File: config.mk
export PLATFORM = sky130hd
export DESIGN_NAME = prog_loader
export DESIGN_NICKNAME = d
export VERILOG_FILES = /design/src/rtl/prog_loader.sv
export SDC_FILE = /design/constraint.sdc
export NUM_CORES = 1
export LEC_CHECK = 0
export BUFFER_PORTS_ARGS = -buffer_cell sky130_fd_sc_hd__buf_2
export CAP_MARGIN = 20
export CELL_PAD_IN_SITES_DETAIL_PLACEMENT = 1
export CELL_PAD_IN_SITES_GLOBAL_PLACEMENT = 2
export CORE_MARGIN = 4
export CORE_UTILIZATION = 30
export DETAILED_ROUTE_END_ITERATION = 6
export HOLD_SLACK_MARGIN = 0.12
export PLACE_DENSITY_LB_ADDON = 0.1
export SKIP_LAST_GASP = 1
export SLEW_MARGIN = 30
export SYNTH_ARGS = -nofsm -noshare
export SYNTH_HDL_FRONTEND = slang
export SYNTH_SLANG_ARGS = --single-unit
export TNS_END_PERCENT = 5
File: constraint.sdc
create_clock -name clk -period 3.8 [get_ports clk]
set_input_delay 0 -clock clk [delete_from_list [all_inputs] [get_ports clk]]
set_output_delay 0 -clock clk [all_outputs]
set_load 0.02 [all_outputs]
File: src/rtl/prog_loader.sv
// rtl/prog_loader.sv - framed byte-stream loader for the Octa16 instruction memory
// Optional inter-byte timeout enabled by defining LOADER_TIMEOUT_EN.
module prog_loader #(
  parameter logic [7:0] BASE_ADR       = 8'h00,
  parameter int         TIMEOUT_CYCLES = 1024
) (
  input  logic       clk,
  input  logic       reset,
  input  logic       in_valid,
  input  logic [7:0] in_data,
  output logic       in_ready,
  input  logic       reload,
  output logic       ext_mem_write,
  output logic [7:0] ext_data_adr,
  output logic [7:0] ext_write_data,
  output logic       core_reset,
  output logic       busy,
  output logic       done,
  output logic       err
);

  localparam logic [1:0] HDR  = 2'd0;
  localparam logic [1:0] LOAD = 2'd1;
  localparam logic [1:0] CSUM = 2'd2;
  localparam logic [1:0] RUN  = 2'd3;

  // A zero or negative budget would abort every frame immediately.
  if (TIMEOUT_CYCLES < 1) begin : gTimeoutRange
    $error("prog_loader: TIMEOUT_CYCLES must be at least 1");
  end

  logic [1:0] state;
  logic [8:0] remaining;  // 9 bits so a zero header can stand for 256
  logic [7:0] index;
  logic [7:0] sum;
  logic       xfer;

  assign xfer = in_valid && in_ready;

`ifdef LOADER_TIMEOUT_EN
  localparam int TMO_W = $clog2(TIMEOUT_CYCLES + 1);
  logic [TMO_W-1:0] tmoCnt;
  logic             tmoHit;
  assign tmoHit = (tmoCnt == TMO_W'(TIMEOUT_CYCLES - 1));
`endif

  always_ff @(posedge clk) begin
    if (reset) begin
      state          <= HDR;
      remaining      <= 9'd0;
      index          <= 8'd0;
      sum            <= 8'd0;
      in_ready       <= 1'b0;
      ext_mem_write  <= 1'b0;
      ext_data_adr   <= 8'd0;
      ext_write_data <= 8'd0;
      core_reset     <= 1'b1;
      busy           <= 1'b0;
      done           <= 1'b0;
      err            <= 1'b0;
`ifdef LOADER_TIMEOUT_EN
      tmoCnt         <= '0;
`endif
    end else begin
      ext_mem_write <= 1'b0;
      in_ready      <= (state != RUN);
      case (state)
        HDR: begin
          if (xfer) begin
            remaining <= (in_data == 8'd0) ? 9'd256 : {1'b0, in_data};
            index     <= 8'd0;
            sum       <= 8'd0;
            err       <= 1'b0;
            done      <= 1'b0;
            busy      <= 1'b1;
            state     <= LOAD;
          end
        end
        LOAD: begin
          if (xfer) begin
            ext_mem_write  <= 1'b1;
            ext_data_adr   <= BASE_ADR + index;
            ext_write_data <= in_data;
            index          <= index + 8'd1;
            sum            <= sum + in_data;
            remaining      <= remaining - 9'd1;
            if (remaining == 9'd1) state <= CSUM;
          end
        end
        CSUM: begin
          if (xfer) begin
            busy <= 1'b0;
            if (in_data == sum) begin
              state      <= RUN;
              core_reset <= 1'b0;
              done       <= 1'b1;
              in_ready   <= 1'b0;
            end else begin
              state <= HDR;
              err   <= 1'b1;
            end
          end
        end
        default: begin
          if (reload) begin
            state      <= HDR;
            core_reset <= 1'b1;
            done       <= 1'b0;
            in_ready   <= 1'b1;
          end
        end
      endcase
`ifdef LOADER_TIMEOUT_EN
      if (state == LOAD || state == CSUM) begin
        if (xfer) begin
          tmoCnt <= '0;
        end else if (tmoHit) begin
          tmoCnt <= '0;
          state  <= HDR;
          err    <= 1'b1;
          busy   <= 1'b0;
        end else begin
          tmoCnt <= tmoCnt + 1'b1;
        end
      end else if (state == HDR && xfer) begin
        tmoCnt <= '0;
      end
`endif
    end
  end

endmodule

======== Yosys cells after proc, flatten, opt, wreduce, memory -nomap -nowiden ========
Cells that the tools add are included.
storage, ports and cells
  latch bits .............................. 0
  flip-flop bits (word level) ............. 49
  memories kept ........................... 0
  input port bits ......................... 12
  RAM bits ................................ 0
  logic and storage cells ................. 80
  bits in read-only memories .............. 0
operators by class
  shifts and indexed selects .............. 0
  $lt $le $gt $ge ......................... 0
  divide/modulo/power cells ............... 0
  reduce and logical (&&, ||, !) cells .... 17
  multipliers ............................. 0
  equality and inequality tests ........... 11
  add/subtract/negate cells ............... 3
  mux-type cells .......................... 35
  bitwise gates (word level) .............. 2
operators by type and width
  operator             count
  $pmux 8 s2           2
  $mux 9               3
  $mux 8               3
  $pmux 9 s2           1
  $mux 1               14
  $ne 2x2->1 const B   7
  $mux 2               6
  $reduce_and 5->1     2
  $eq 9x1->1 const B   1
  $sub 9x1->9 const B  1
  $add 8x1->8 const B  1
  $add 8x8->8          1
  $eq 8x8->1           1
  $logic_not 8->1      1
  $pmux 1 s2           4
  $reduce_and 4->1     2
  $pmux 2 s3           1
  $reduce_and 3->1     2
  $reduce_bool 2->1    3
  $reduce_bool 4->1    1
  $reduce_or 2->1      2
  $pmux 1 s3           1
  $reduce_bool 3->1    1
  $eq 2x1->1 const B   1
  other kinds (5)      6

======== Depth between registers and ports, before layout ========
Gate-level depths: netlist (run 1).
  word-level depth ........................ 4
  gate-level depth with buffers ........... 7
  mapped depth without buffers ............ 7

======== Worst setup path after synthesis (run 1) ========
No wires, ideal clock.
  path kind ............................... flip-flop to flip-flop
  start ................................... register sum[0]
  end ..................................... register sum[4]
  stages on the path, launching flop included .. 8
  path slack .............................. 2.156 ns
  arrival time ............................ 1.574 ns
  required time ........................... 3.729 ns
  setup time .............................. 0.071 ns
  cells stage by stage .................... dfxtp_1 -> ha_1 -> fa_1 -> a21o_1 -> a21oi_1 -> xnor2_1 -> nand3_1 -> a21oi_1
on the way
  word-level cells in the longest chain between the ends .. 3
ends and longest elaborated chain
  item                      RTL line  source
  start: declaration        35        logic [7:0] sum;
  start signal: assignment  85        sum <= sum + in_data;
  $add 8x8->8               85
  $mux 8                    80        if (xfer) begin
  $pmux 8 s2                67        case (state)
Every way passes these cells. The select of a mux whose other input is x is not followed.
A chain may end at the register's enable or synchronous reset.

======== Worst setup path in the final report (run 1) ========
  start ................................... register state[0]
  end ..................................... register sum[6]
on the way
  word-level cells in the longest chain between the ends .. 3
ends and longest elaborated chain
  item                                                              RTL line  source
  start: declaration                                                32        logic [1:0] state;
  start signal: assignment                                          49        state <= HDR;
  start signal: assignment                                          76        state <= LOAD;
  start signal: assignment                                          87        if (remaining == 9'd1) state <= CSUM;
  $eq 2x1->1 / $logic_not 2->1 (equally long branches)              67
  $ne 2x2->1 (no line) / $reduce_bool 2->1 (equally long branches)  --
  $reduce_and 3->1 (no line)                                        --
Parallel ways exist; a longest one is shown, timed or not.

==> results of run 1 <==
[cell families after synthesis]
group                    synth area share [%]
multiplexers                            0.419
buffers and inverters                    3.35
AO/OA/AOI/OAI                            20.1
flip-flops                               41.1
XOR/XNOR                                 4.03
AND/OR/NAND/NOR                          24.9
adder cells (fa/ha/maj)                  6.08
[through the flow]
stage	cell area, um^2	util, %
floorplan	2390	-
global placement	2640	34.1
detailed placement	2640	34.1
CTS	2850	36.8
global route	2850	36.8
finish	2850	36.8
[synth_stat cells, drive strengths merged, types with 2 or more instances]
cell type	count	area (um^2)
o21bai	3	22.5
nand2	56	210
clkbuf	15	56.3
or4	4	30.0
and3b	2	17.5
nor2	26	97.6
nor3	4	20.0
o21ai	7	35.0
a21oi	42	210
nor4	2	12.5
o211ai	2	15.0
or3	2	12.5
and3	2	12.5
a311oi	2	17.5
inv	5	18.8
o22ai	2	12.5
dfxtp	49	981
xnor2	4	35.0
a21o	2	15.0
nand4	3	18.8
ha	10	125
a22oi	2	15.0
nand3b	2	27.5
xor2	7	61.3
nand3	18	90.1
a211oi	4	30.0
a31oi	4	25.0
[worst paths after layout]
path / from / to / slack, ns
setup / recovery: state[0] / sum[6] / 1.56
hold / removal: reset / index[0] / 0.28
setup reg to reg: state[0] / sum[6] / 1.56
hold reg to reg: ext_write_data[5] / ext_write_data[5] / 0.46
[layer usage]
metal  track usage (%)  vias to the layer above  part of all wire [%]
met1              19.1                     1075                    49
li1                  -                     1129                     -
met2              25.5                       22                    47
met3              2.80                        6                   2.5
met4              3.19                        0                   1.0
met5                 0                        -                     0
[power breakdown]
part           total, mW  internal [mW]  leakage (nW)  switching, mW
Clock              0.384          0.198        0.0554          0.186
Sequential         0.550          0.528         0.397         0.0221
Combinational      0.153         0.0580         0.661         0.0946
Total               1.09          0.784          1.11          0.302
[critical path: stages, from the launching register on]
cell and delay, ns:
sky130_fd_sc_hd__dfxtp_1 0.92, sky130_fd_sc_hd__inv_1 0.47, sky130_fd_sc_hd__or4_1 0.62, sky130_fd_sc_hd__o211ai_1 0.16
[registers in the layout (all words and copies together) (netlist names)]
register        count
ext_write_data      8
index               8
in_ready            1
sum                 8
busy                1
err                 1
remaining           9
core_reset          1
ext_mem_write       1
done                1
state               2
ext_data_adr        8
[final cells by class]
class	count	area [um^2]
Timing Repair Buffer	45	280
Tap cell	102	128
Clock buffer	6	72.6
Fill cell	941	4880
Sequential cell	49	981
Multi-Input combinational cell	229	1330
Clock inverter	2	38.8
Inverter	5	18.8
==> run summary, run 1 <==
Run
• **total of max-cap violations** 0

Layout
• **final layout net count** 358
• **most common library cell in the layout ignoring fill and taps** sky130_fd_sc_hd__nand2_1
• **highest-count cells in the layout ignoring fill and taps** sky130_fd_sc_hd__nand2_1 (56), sky130_fd_sc_hd__dfxtp_1 (49), sky130_fd_sc_hd__a21oi_1 (42), sky130_fd_sc_hd__buf_2 (33), sky130_fd_sc_hd__nor2_1 (26)
• **ratio of cells with drive above 1 in the final layout** 12.8%
• **Area growth syn-to-layout** 19.2%
• **ANT cells** 0
• **final instance count without filler cells** 438

Synthesis
• **warning count from the yosys run** 0
• **mean cell area of the mapped netlist** 7.99 um^2
• **proportion of synthesized chip area in sequential cells** 41.1%
• **dominant register cell in the synthesized netlist** sky130_fd_sc_hd__dfxtp_1
• **number of synthesized register bits** 49
• **number of distinct library cells after synthesis** 47
• **number of standard cells after synthesis** 299
• **net count after synthesis** 322
• **asr flop ratio synth** 0%
• **area of the mapped netlist** 0.00239 mm^2
• **count of flip-flops with a built-in enable after synthesis** 0

STA
• **Max Freq** 446 MHz
• **endpoints failing hold** 0
• **headroom to the max-slew limit** 39.6%
• **RSZ-0062 raised after global routing** false
• **actual slew at the worst max-slew pin** 0.904 ns
• **Final Max Tran Viols** 0
• **sum of negative setup slack** 0 ns
• **final worst path period share** 59.0%
• **final-layout worst hold slack** 0.280 ns
• **final worst clock skew** 0.0157 ns
• **number of failing setup endpoints in the final timing report** 0
• **final critical delay including setup and external delays** 2.24 ns
• **PnR worst setup slack** 1.56 ns

Hold path
• **instance count along the most critical hold path** 2
• **kind of path behind the tightest hold check** input pin to flip-flop

Clock network
• **quantity of gates resized following cts** 0
• **maximum buffer depth of the clock tree** 2
• **H-tree levels** 2
• **library cell used as clock root buffer** sky130_fd_sc_hd__clkbuf_8
• **hold buffer count at cts** 10
• **clock transition at the registers of the reported paths** 0.10 ns
• **total clock buffers created by CTS** 5
• **latest clock arrival within the worst-skew pair** 0.31 ns
• **count of clock tree sinks** 49
• **number of setup buffers added after CTS** 0
• **TritonCTS clock tree** built

Setup path
• **required time of the critical path** 4.03 ns
• **Worst R2R Path Depth** 3
• **Worst setup EP type** flip-flop
• **Worst Path Class, Setup** flip-flop to flip-flop
• **Arrival @ worst endpoint** 2.47 ns
• **critical-path maximum fanout** 26
• **type of element launching the critical path** flip-flop

Floorplanning
• **die width** 97.2 um
• **DIE HEIGHT** 97.2 um
• **number of top-level pins** 34
• **Row Count** 32
• **overall die area** 0.00945 mm^2
• **initial standard-cell utilization of the core** 30.9%
• **Core Footprint** 0.00773 mm^2

Power and ir drop
• **static power due to leakage** 1.11 nW
• **maximum vdd drop** 0.132 mV
• **P per Cell Area** 382 mW/mm^2
• **Power Total** 1.09 mW

Global routing
• **vias in the first global route** 2290
• **wire length of the first global-routing pass** 11.6 mm
• **antenna violations before repair** 0
• **GRT overflow** 0
• **pin count of the biggest net entering global routing** 43
• **overall routing resource usage** 14.8%

Route
• **drt first-iter violations** 41
• **routed wire length** 6.81 mm
• **vias** 2232
• **detail-routed via count per cell** 5.10
• **detail-routed net length per standard cell** 15.6 um
• **remaining antenna violation count** 0
• **number of optimization iterations in the first detailed-route pass** 6
• **remaining design rule violation count** 0

Placement
• **hpwl dp** 4.75 mm
• **GP Congestion** 0.762
• **pre-CTS setup slack** 1.60 ns
• **number of cells in the design after placement** 420
• **count of input and output buffers** 33

Run status
• **run status** finished, final reports clean

(Power assumes the default switching activity.)
==> inputs of run 2 (changes only) <==
==> constraint.sdc (replaced) <==
create_clock -name clk -period 2 [get_ports clk]
set_input_delay 0 -clock clk [delete_from_list [all_inputs] [get_ports clk]]
set_output_delay 0 -clock clk [all_outputs]
set_load 0.02 [all_outputs]
==> run summary, run 2 (synthesized netlist as in run 1, its figures left out) <==
Power and ir drop
• **static power due to leakage** 1.19 nW, +6.6%
• **maximum vdd drop** 0.282 mV, +110%
• **P per Cell Area** 712 mW/mm^2, +86%

Layout
• **area occupied by registers** 981 um^2, unchanged
• **Area growth syn-to-layout** 24.1%
• **largest register by flop count** remaining
• **ANT cells** 0, unchanged
• **most common library cell in the layout ignoring fill and taps** sky130_fd_sc_hd__nand2_1
• **ratio of cells with drive above 1 in the final layout** 16.8%, +4.0 points
• **number of fill cells in the layout** 955, +1.5%
• **flip-flop count of the largest register, all copies and words added** 9, unchanged
• **highest-count cells in the layout ignoring fill and taps** sky130_fd_sc_hd__nand2_1 (56), sky130_fd_sc_hd__dfxtp_1 (49), sky130_fd_sc_hd__a21oi_1 (42), sky130_fd_sc_hd__buf_2 (33), sky130_fd_sc_hd__nor2_1 (26)
• **final core area utilization** 38.4%, +1.5 points
• **final layout net count** 373, +4.2%
• **area of the multi-input gates** 0.00133 mm^2, +0.47%

Run
• **total of max-cap violations** 0, unchanged

STA
• **endpoints failing hold** 0, unchanged
• **final-layout worst hold slack** 0.178 ns, -0.102 ns
• **Final Max Tran Viols** 0, unchanged
• **Max Freq** 531 MHz
• **actual slew at the worst max-slew pin** 0.585 ns, -0.319 ns
• **number of failing setup endpoints in the final timing report** 0, unchanged
• **RSZ-0062 raised after global routing** false
• **final critical delay including setup and external delays** 1.88 ns
• **final worst path period share** 94.2%
• **final worst clock skew** 0.0134 ns, -0.00224 ns
• **headroom to the max-slew limit** 61.0%, +21 points
• **sum of negative setup slack** 0 ns, unchanged

Route
• **remaining design rule violation count** 0, unchanged
• **detail-routed net length per standard cell** 15.7 um, +0.88%
• **remaining antenna violation count** 0, unchanged
• **routed wire length** 7.11 mm, +4.3%
• **vias** 2292, +2.7%
• **detail-routed via count per cell** 5.06, -0.71%
• **drt first-iter violations** 86, +110%
• **number of optimization iterations in the first detailed-route pass** 4, -2

Floorplanning
• **initial standard-cell utilization of the core** 30.9%, unchanged
• **Core Footprint** 0.00773 mm^2, unchanged
• **DIE HEIGHT** 97.2 um, unchanged
• **overall die area** 0.00945 mm^2, unchanged
• **number of top-level pins** 34, unchanged
• **Row Count** 32, unchanged
• **die width** 97.2 um, unchanged

Placement
• **GP Congestion** 0.757, -0.56%
• **count of input and output buffers** 33, unchanged
• **hpwl dp** 5.21 mm, +9.7%

Clock network
• **H-tree levels** 2, unchanged
• **TritonCTS clock tree** built
• **count of clock tree sinks** 49, unchanged
• **maximum buffer depth of the clock tree** 2, unchanged
• **number of setup buffers added after CTS** 0, unchanged
• **latest clock arrival within the worst-skew pair** 0.31 ns, about the same
• **library cell used as clock root buffer** sky130_fd_sc_hd__clkbuf_8
• **clock transition at the registers of the reported paths** 0.09 ns, about the same
• **total clock buffers created by CTS** 5, unchanged

Run status
• **run status** finished, final reports clean

Global routing
• **antenna violations before repair** 0, unchanged
• **wire length of the first global-routing pass** 12.0 mm, +3.7%
• **pin count of the biggest net entering global routing** 30, -30%
• **vias in the first global route** 2282, -0.35%
• **GRT overflow** 0, unchanged
• **overall routing resource usage** 15.4%, +0.70 points

Setup path
• **Worst setup EP type** flip-flop
• **Worst Path Class, Setup** input pin to flip-flop
• **critical-path maximum fanout** 5, -81%
• **required time of the critical path** 2.22 ns, -1.81 ns
• **Arrival @ worst endpoint** 2.10 ns, -0.37 ns
• **type of element launching the critical path** input pin

Hold path
• **kind of path behind the tightest hold check** input pin to flip-flop

run 2: worst max-delay path, stage by stage:
cell and delay, ns:
sky130_fd_sc_hd__dlygate4sd3_1 0.53, sky130_fd_sc_hd__buf_2 0.17, sky130_fd_sc_hd__or4_1 0.50, sky130_fd_sc_hd__or4_1 0.45
sky130_fd_sc_hd__a21oi_1 0.15, sky130_fd_sc_hd__nor2_1 0.05, sky130_fd_sc_hd__a311oi_1 0.24
run 2: where the power goes:
part / internal (mW) / total (mW) / switching [mW] / leakage (nW)
sequential: 1.00 / 1.03 / 0.0267 / 0.397
combinational: 0.140 / 0.349 / 0.209 / 0.734
clock: 0.376 / 0.731 / 0.355 / 0.0554
total: 1.52 / 2.11 / 0.591 / 1.19
run 2: worst paths after layout:
check,startpoint,end,slack (ns),cells past startpoint
setup / recovery,in_data[1],remaining[8],0.12,7
hold / removal,reset,sum[3],0.18,2
setup reg to reg,sum[0],sum[4],0.23,7
hold reg to reg,ext_write_data[1],ext_write_data[1],0.46,2
run 2: final cells by class:
cell class	count	share of cell area, %
well taps	102	4.30
clock buffers	6	2.45
repair buffers	60	13.2
flip-flops and latches	49	33.1
inverters	5	0.633
clock inverters	2	1.31
multi-input cells	229	45.0
run 2: what timing repair did:
| action | 4_1_cts | 5_1_grt |
|---|---|---|
| hold buffers | 10 | 0 |
| resized for setup | 0 | 1 |
| hold endpoints to repair | 14 | 0 |
| setup endpoints to repair | 0 | 2 |
run 2: layer usage:
metal / share of wire [%] / routed length, um / global-route usage, % / vias to the layer above
met4: 0.58 / 41 / 2.88 / 0
met2: 46 / 3300 / 25.7 / 19
li1: - / - / - / 1164
met5: 0 / 0 / 0 / -
met3: 1.9 / 135 / 2.87 / 4
met1: 51 / 3630 / 21.0 / 1105
run 2: through the flow:
stage          cell area [um^2]  cells  setup WS, ns  power (mW)
2_1_floorplan              2390    299         0.356        1.25
6_report                   2970    453         0.116        2.11
5_1_grt                    2970    453        0.0270        2.23
3_5_place_dp               2750    435         0.207        1.39
3_3_place_gp               2750    435         0.247        1.39
4_1_cts                    2960    453         0.121        2.14
==> inputs of run 3 (changes only) <==
--- a/config.mk
+++ b/config.mk
@@ -7,13 +7,12 @@
 export LEC_CHECK = 0
 export BUFFER_PORTS_ARGS = -buffer_cell sky130_fd_sc_hd__buf_2
 export CAP_MARGIN = 20
-export CELL_PAD_IN_SITES_DETAIL_PLACEMENT = 1
-export CELL_PAD_IN_SITES_GLOBAL_PLACEMENT = 2
 export CORE_MARGIN = 4
 export CORE_UTILIZATION = 30
 export DETAILED_ROUTE_END_ITERATION = 6
 export HOLD_SLACK_MARGIN = 0.12
 export PLACE_DENSITY_LB_ADDON = 0.1
+export SETUP_SLACK_MARGIN = 0.3
 export SKIP_LAST_GASP = 1
 export SLEW_MARGIN = 30
 export SYNTH_ARGS = -nofsm -noshare
==> run summary, run 3 (synthesized netlist as in run 1, its figures left out) <==
Run status
• **run status** finished, final reports clean

STA
• **endpoints failing hold** 0, unchanged
• **final-layout worst hold slack** 0.105 ns, -0.0731 ns
• **headroom to the max-slew limit** 65.0%, +4.0 points
• **Final Max Tran Viols** 0, unchanged
• **number of failing setup endpoints in the final timing report** 0, unchanged
• **Max Freq** 608 MHz, +14%
• **final worst clock skew** 0.00265 ns, -0.0108 ns
• **RSZ-0062 raised after global routing** true
• **final worst path period share** 82.3%, -12 points
• **actual slew at the worst max-slew pin** 0.525 ns, -0.0603 ns
• **final critical delay including setup and external delays** 1.65 ns, -0.238 ns
• **sum of negative setup slack** 0 ns, unchanged

Route
• **vias** 2254, -1.7%
• **detail-routed net length per standard cell** 14.8 um, -5.7%
• **detail-routed via count per cell** 5.01, -1.0%
• **drt first-iter violations** 132, +53%
• **remaining antenna violation count** 0, unchanged
• **number of optimization iterations in the first detailed-route pass** 4, unchanged
• **routed wire length** 6.66 mm, -6.3%
• **remaining design rule violation count** 0, unchanged

Floorplanning
• **overall die area** 0.00945 mm^2, unchanged
• **initial standard-cell utilization of the core** 30.9%, unchanged
• **Row Count** 32, unchanged
• **Core Footprint** 0.00773 mm^2, unchanged
• **die width** 97.2 um, unchanged
• **number of top-level pins** 34, unchanged
• **DIE HEIGHT** 97.2 um, unchanged

Layout
• **final layout net count** 370, -0.80%
• **ANT cells** 0, unchanged
• **number of fill cells in the layout** 814, -15%
• **most common library cell in the layout ignoring fill and taps** sky130_fd_sc_hd__nand2_1
• **largest register by flop count** remaining
• **flip-flop count of the largest register, all copies and words added** 9, unchanged
• **ratio of cells with drive above 1 in the final layout** 23.3%, +6.5 points
• **Area growth syn-to-layout** 27.9%
• **highest-count cells in the layout ignoring fill and taps** sky130_fd_sc_hd__nand2_1 (56), sky130_fd_sc_hd__dfxtp_1 (42), sky130_fd_sc_hd__a21oi_1 (39), sky130_fd_sc_hd__buf_2 (33), sky130_fd_sc_hd__nor2_1 (26)

Setup path
• **kind of cell adding the most delay to the critical path** compound AO/OA/AOI/OAI gates
• **type of element launching the critical path** flip-flop
• **Worst setup EP type** flip-flop
• **Worst Path Class, Setup** flip-flop to flip-flop
• **crit path launch** sum[4]
• **Arrival @ worst endpoint** 1.85 ns, -0.25 ns
• **reg-to-reg slack, setup** 0.35 ns, +0.12 ns
• **max incr delay on CP** 0.34 ns, -0.19 ns
• **critical-path maximum fanout** 5, unchanged
• **startpoint of the lowest-slack register-to-register path** sum[4]
• **FF-to-FF End** sum[7]
• **slowest cell on the critical path** sky130_fd_sc_hd__dfxtp_2
• **number of buffers and inverters on the critical path** 1, -1
• **required time of the critical path** 2.21 ns, about the same
• **list of cells traversed by the critical path** ha_4 -> buf_6 -> nand4_1 -> a21oi_1 -> and3b_2 -> a21boi_1 -> a311o_1
• **Worst R2R Path Depth** 7, unchanged

Clock network
• **H-tree levels** 2, unchanged
• **total clock buffers created by CTS** 5, unchanged
• **TritonCTS clock tree** built
• **library cell used as clock root buffer** sky130_fd_sc_hd__clkbuf_8
• **count of clock tree sinks** 49, unchanged
• **maximum buffer depth of the clock tree** 2, unchanged
• **latest clock arrival within the worst-skew pair** 0.31 ns, about the same
• **clock transition at the registers of the reported paths** 0.10 ns, about the same

Hold path
• **kind of path behind the tightest hold check** input pin to flip-flop
• **startpoint of the most critical hold path** in_data[3]
• **Hold Crit Endpoint** remaining[3]
• **instance count along the most critical hold path** 3, +1

Run
• **total of max-cap violations** 0, unchanged

Power and ir drop
• **maximum vdd drop** 0.255 mV, -9.6%
• **static power due to leakage** 1.15 nW, -2.8%
• **P per Cell Area** 658 mW/mm^2, -7.5%

Placement
• **GP Congestion** 0.751, -0.81%
• **count of input and output buffers** 33, unchanged
• **hpwl dp** 4.61 mm, -11%

Global routing
• **vias in the first global route** 2291, +0.39%
• **overall routing resource usage** 14.4%, -1.1 points
• **pin count of the biggest net entering global routing** 26, -13%
• **antenna violations before repair** 0, unchanged
• **wire length of the first global-routing pass** 11.3 mm, -5.6%
• **GRT overflow** 0, unchanged

run 3: cell count changes in the layout (fill, tap and decap cells not counted), moves of 3 or more:
cell,previous run,this run
sky130_fd_sc_hd__a21oi_1,42,39
sky130_fd_sc_hd__a21oi_2,0,3
sky130_fd_sc_hd__buf_4,17,12
sky130_fd_sc_hd__clkinvlp_4,0,3
sky130_fd_sc_hd__dfxtp_1,49,42
sky130_fd_sc_hd__dfxtp_2,0,7
sky130_fd_sc_hd__ha_1,10,3
sky130_fd_sc_hd__ha_4,0,5
run 3: power by group:
part | leakage (nW) | switching (mW) | internal (mW)
clock network | 0.0364 | 0.374 | 0.246
logic | 0.717 | 0.204 | 0.150
registers | 0.400 | 0.0312 | 1.00
total | 1.15 | 0.609 | 1.40
run 3: through the flow:
step	util [%]	total power [mW]	worst slack, ns	std cells	cell area, um^2
after floorplan	-	1.25	0.356	299	2390
after global placement	35.2	1.37	0.245	431	2720
after detailed placement	35.2	1.37	0.167	431	2720
after CTS	37.9	2.01	0.261	448	2930
after global routing	39.5	2.11	0.273	450	3060
final	39.5	2.01	0.355	450	3060
run 3: what timing repair did:
action                                  CTS  global route
endpoints found under the setup margin    7            15
pin swaps                                 0            14
setup buffers                             0             1
endpoints found under the hold margin    14             1
gates resized for setup                   5            26
hold buffers                              9             1
run 3: worst max path at each step:
| stage | slack (ns) | depth (start not counted) | to |
|---|---|---|---|
| after global routing | 0.27 | 7 | sum[4] |
| after CTS | 0.26 | 6 | core_reset |
| final | 0.35 | 7 | sum[7] |
| after detailed placement | 0.17 | 6 | core_reset |
| after floorplan | 0.36 | 7 | sum[4] |
| after global placement | 0.24 | 6 | core_reset |
run 3: layout make-up:
class                           instances  area (um^2)  share of cell area, %
Clock buffer                            5         68.8                   2.25
Sequential cell                        49          990                   32.4
Tap cell                              102          128                   4.18
Multi-Input combinational cell        229         1450                   47.5
Timing Repair Buffer                   57          378                   12.4
Inverter                                5         18.8                  0.614
Clock inverter                          3         22.5                  0.737
run 3: tightest hold or removal path, stage by stage:
cell	delay (ns)
sky130_fd_sc_hd__buf_2	0.15
sky130_fd_sc_hd__o22ai_1	0.10
sky130_fd_sc_hd__a21oi_1	0.13
run 3: routing by layer:
metal,track usage (%),vias to the layer above,wire length [um]
li1,-,1160,-
met1,19.0,1056,3350
met5,0,-,0
met4,3.19,0,61
met3,2.51,7,202
met2,24.5,31,3040
